`config.mk`:
```
export PLATFORM = sky130hd
export DESIGN_NAME = byte_packer
export DESIGN_NICKNAME = d
export VERILOG_FILES = /design/src/rtl/byte_packer.sv
export SDC_FILE = /design/constraint.sdc
export NUM_CORES = 1
export LEC_CHECK = 0
export BUFFER_PORTS_ARGS = -buffer_cell sky130_fd_sc_hd__clkbuf_2
export CAP_MARGIN = 5
export CORE_ASPECT_RATIO = 1.25
export CORE_MARGIN = 2
export CORE_UTILIZATION = 30
export CTS_BUF_LIST = sky130_fd_sc_hd__clkbuf_8
export DETAILED_ROUTE_END_ITERATION = 8
export SYNTH_ARGS = -nofsm -noshare
export SYNTH_HDL_FRONTEND = slang
export SYNTH_SLANG_ARGS = --single-unit
```
`constraint.sdc`:
```
create_clock -name clk -period 2 [get_ports clk]
set_clock_uncertainty 0.15 [all_clocks]
set_input_delay 0.1 -clock clk [delete_from_list [all_inputs] [get_ports clk]]
set_output_delay 0.1 -clock clk [all_outputs]
set_load 0.02 [all_outputs]
```
`src/rtl/byte_packer.sv`:
```
// Byte-to-word packer: gathers BEATS bytes from an 8-bit valid/ready stream into one wide word.
// Optional BYTE_PACKER_FLUSH_EN adds up_last/down_keep for short, zero-padded final words.
module byte_packer #(
    parameter  int BEATS = 4,
    localparam int OUT_W = 8 * BEATS,
    localparam int CNT_W = $clog2(BEATS)
) (
    input  logic             clk,
    input  logic             rst,
    input  logic [7:0]       up_data,
    input  logic             up_valid,
`ifdef BYTE_PACKER_FLUSH_EN
    input  logic             up_last,
`endif
    output logic             up_ready,
    output logic [OUT_W-1:0] down_data,
    output logic             down_valid,
`ifdef BYTE_PACKER_FLUSH_EN
    output logic [BEATS-1:0] down_keep,
`endif
    input  logic             down_ready
);

    logic [BEATS-2:0][7:0] acc_r;
    logic [CNT_W-1:0]      cnt_r;
    logic [OUT_W-1:0]      out_reg_r;
    logic                  out_vld_r;

    logic                  final_s;
    logic                  accept_s;
    logic                  load_s;
    logic [OUT_W-1:0]      acc_ext_s;
    logic [OUT_W-1:0]      word_s;

    // Final-beat detection and handshake; only the word-closing beat can be stalled by the output.
    always_comb begin
        final_s  = 1'b0;
        up_ready = 1'b1;
        accept_s = 1'b0;
        load_s   = 1'b0;
`ifdef BYTE_PACKER_FLUSH_EN
        final_s  = (cnt_r == CNT_W'(BEATS - 1)) || up_last;
`else
        final_s  = (cnt_r == CNT_W'(BEATS - 1));
`endif
        up_ready = !final_s || !out_vld_r || down_ready;
        accept_s = up_valid && up_ready;
        load_s   = accept_s && final_s;
    end

    // Assemble the outgoing word: stored bytes below cnt, the live byte at cnt, zeros above.
    always_comb begin
        acc_ext_s = {8'h00, acc_r};
        word_s    = {OUT_W{1'b0}};
        for (int k = 0; k < BEATS; k++) begin
            if (k < int'(cnt_r)) begin
                word_s[8*k +: 8] = acc_ext_s[8*k +: 8];
            end else if (k == int'(cnt_r)) begin
                word_s[8*k +: 8] = up_data;
            end else begin
                word_s[8*k +: 8] = 8'h00;
            end
        end
    end

    // Beat counter and byte accumulator.
    always_ff @(posedge clk or posedge rst) begin
        if (rst) begin
            cnt_r <= {CNT_W{1'b0}};
            acc_r <= {(BEATS-1){8'h00}};
        end else if (accept_s) begin
            if (final_s) begin
                cnt_r <= {CNT_W{1'b0}};
            end else begin
                cnt_r <= cnt_r + CNT_W'(1);
            end
            for (int k = 0; k < BEATS - 1; k++) begin
                if (!final_s && (cnt_r == CNT_W'(k))) begin
                    acc_r[k] <= up_data;
                end
            end
        end
    end

    // Output register: a new word load takes priority over the drain clearing valid.
    always_ff @(posedge clk or posedge rst) begin
        if (rst) begin
            out_reg_r <= {OUT_W{1'b0}};
            out_vld_r <= 1'b0;
        end else if (load_s) begin
            out_reg_r <= word_s;
            out_vld_r <= 1'b1;
        end else if (down_ready) begin
            out_vld_r <= 1'b0;
        end
    end

`ifdef BYTE_PACKER_FLUSH_EN
    logic [BEATS-1:0] keep_s;
    logic [BEATS-1:0] keep_r;

    // Byte-enable mask for the word being loaded: one bit per received byte.
    always_comb begin
        keep_s = {BEATS{1'b0}};
        for (int k = 0; k < BEATS; k++) begin
            if (k <= int'(cnt_r)) begin
                keep_s[k] = 1'b1;
            end else begin
                keep_s[k] = 1'b0;
            end
        end
    end

    // Keep register tracks out_reg loads.
    always_ff @(posedge clk or posedge rst) begin
        if (rst) begin
            keep_r <= {BEATS{1'b0}};
        end else if (load_s) begin
            keep_r <= keep_s;
        end
    end

    assign down_keep = keep_r;
`endif

    assign down_data  = out_reg_r;
    assign down_valid = out_vld_r;

endmodule

```
==> impl_metrics.toml <==
[synth]
syn-cell-area_um2 = 2790
synthCells = 206
ys_ff_latch = 59
synth-warning-count = 0
synth_fp_nets = 224
ys_seq_area_share_pct = 52.9
ys_types = 20
avgSynthCellArea_um2 = 13.5

[detailed_routing]
drtIter0Drc = 77
final_antenna_net_count = 0
dr.pass1.iters = 4
vias_per_cell = 4.39
drt_wl_total_um = 5830
routedWlPerCell_um = 14.7
drc = 0
vias = 1742

[place]
dpl.hpwl_um = 3920
place.gp.congestion = 0.749
place_inst = 369
postPlaceCellArea_um2 = 3130
portBuffers = 45

[pwr]
power_switching_mw = 2.08
internal-power_mw = 3.68
combinationalPowerShare_pct = 45.2
switching_share_pct = 36.1
power_leakage_nw = 1.66
p_clk_share_pct = 17.8
seq_power_share_pct = 37.0
ir_worst_vdd_mv = 0.404
cellPowerDensity_nw_per_um2 = 1670

[die]
rows = 39
core_um2 = 9080
die_x_um = 90.2
start_util_pct = 30.7
dieArea_um2 = 10100
pin_count = 46
die_y_um = 112

[flow_run]
maxCapViolations = 0

[global_routing]
grt_pass1_wl_um = 9900
antenna_found_initial = 0
grt_pass1_vias = 1858
grtUsageTotal_pct = 12.8
overflow = 0
grt_max_degree = 33

[worst_setup_path]
crit_type = "flip-flop to flip-flop"
startpoint_type = "flip-flop"
worst_ep_arrival_time_ps = 1950
crit_path_max_incr_delay_ps = 430
cp_cell_sequence = "ha_1, nand2_1, nor2b_4, buf_12, mux2_2"
endpoint_kind = "flip-flop"
critPathBufInv = 1
cp.required_ps = 2080
cp_top_family = "flip-flops"
cp_max_fo = 32
cp_slowest_cell = "dfrtp_1"

[cts]
cts_buffer_depth = 2
cts_tree = "yes"
clk_latency_ps = 350
cts.reportedPaths.clkPinSlew_ps = 70
cts_root_buf = "clkbuf_8"
cts_resized = 0
cts_setup_buffers = 0
cts_htree_levels = 3
cts_made_buffers = 9
clock_sinks = 59

[hold_path]
hold_class = "input port to asynchronous set/reset pin"

[cells_and_area]
design_area_um2 = 3440
nets = 287
fin_util_pct = 37.9
final_cells = 397
diodes = 0
mostFrequentLayoutCell = "dfrtp_1"
final_cell_mix = "dfrtp_1, clkbuf_2, mux2_4, nand2_1"
drive_above_1_share_pct = 43.4
area_growth_pct = 23.5

[timing]
slew_viol_final = 0
fin_hold_ws_ps = 207
post-route-min-period_ps = 1870
rsz0062_at_grt = "false"
hold_viol_final = 0
setup-violations-final = 0
timing.fmax_mhz = 535
period_share_pct = 93.4
fin_setup_tns_ps = 0
relSlewSlack_pct = 60.0
worst_pin_slew_ps = 599

[outcome]
outcome = "finished, final reports clean"
-- synthesized netlist by cell type (all sizes together) --
cell | instances | area share (%)
nor2b | 1 | 0.22
and3 | 1 | 0.22
o2bb2ai | 16 | 5.0
inv | 4 | 0.54
nand3 | 2 | 0.36
nand2 | 35 | 4.7
o21ai | 16 | 2.9
nand2b | 1 | 0.22
mux2 | 49 | 25
ha | 6 | 2.7
a31oi | 1 | 0.22
clkbuf | 4 | 0.54
nand3b | 1 | 0.72
buf | 9 | 3.6
a21oi | 1 | 0.18
dfrtp | 59 | 53
-- flip-flops by register name, summed over array words and instances (netlist names) --
| name | flops |
|---|---|
| acc_ext_s | 24 |
| down_valid | 1 |
| down_data | 32 |
| cnt_r | 2 |
-- per-stage QoR --
stage / power (mW) / setup slack, ps
detailed placement: 4.75 / 113
CTS: 5.84 / 103
finish: 5.77 / 131
floorplan: 4.11 / 10.9
global route: 6.17 / 0.997
global placement: 4.70 / 179
-- routing by layer --
| layer | wire length (µm) | global-route usage (%) |
|---|---|---|
| met1 | 2710 | 16.0 |
| met2 | 2710 | 19.3 |
| met3 | 249 | 4.40 |
| met4 | 150 | 7.59 |
| met5 | 0 | 0 |
-- repair_timing --
action                                  4_1_cts  5_1_grt
hold endpoints to repair                     60        0
hold buffers                                 12        0
endpoints found under the setup margin        0        0
-- cell type report --
cell class	count	area, µm²
Clock buffer	13	179
Sequential cell	59	1480
Fill cell	904	5630
Timing Repair Buffer	65	418
Inverter	4	15.0
Clock inverter	3	12.5
Multi-Input combinational cell	130	1190
Tap cell	123	154
-- worst paths after layout --
path / to / slack, ps / cells past startpoint / from
max in group asynchronous: down_data[27] / 820 / 4 / rst
min in group clk: acc_ext_s[11] / 340 / 1 / acc_ext_s[11]
hold / removal: acc_ext_s[8] / 210 / 3 / rst
setup reg to reg: down_data[19] / 130 / 5 / cnt_r[0]
setup / recovery: down_data[19] / 130 / 5 / cnt_r[0]
hold reg to reg: acc_ext_s[11] / 340 / 1 / acc_ext_s[11]
-- cell families after synthesis --
kind of cell,synth area share (%)
buf+inv,4.71
simple gates,6.46
compound gates,8.30
flops,52.9
fa+ha+maj,2.69
mux,24.9
-- worst min-delay path, cell delays in order --
cell and delay (ps):
dlygate4sd3_1 530, clkbuf_2 110, inv_2 440
-- power by group through the flow --
stage                     logic, mW  registers, mW  clock network [mW]
after global routing           2.83           2.22                1.12
after CTS                      2.64           2.14                1.06
after floorplan                1.64           2.47                   0
final                          2.61           2.13                1.03
after global placement         2.57           2.13                   0
after detailed placement       2.60           2.15                   0
(Power assumes the default switching activity.)
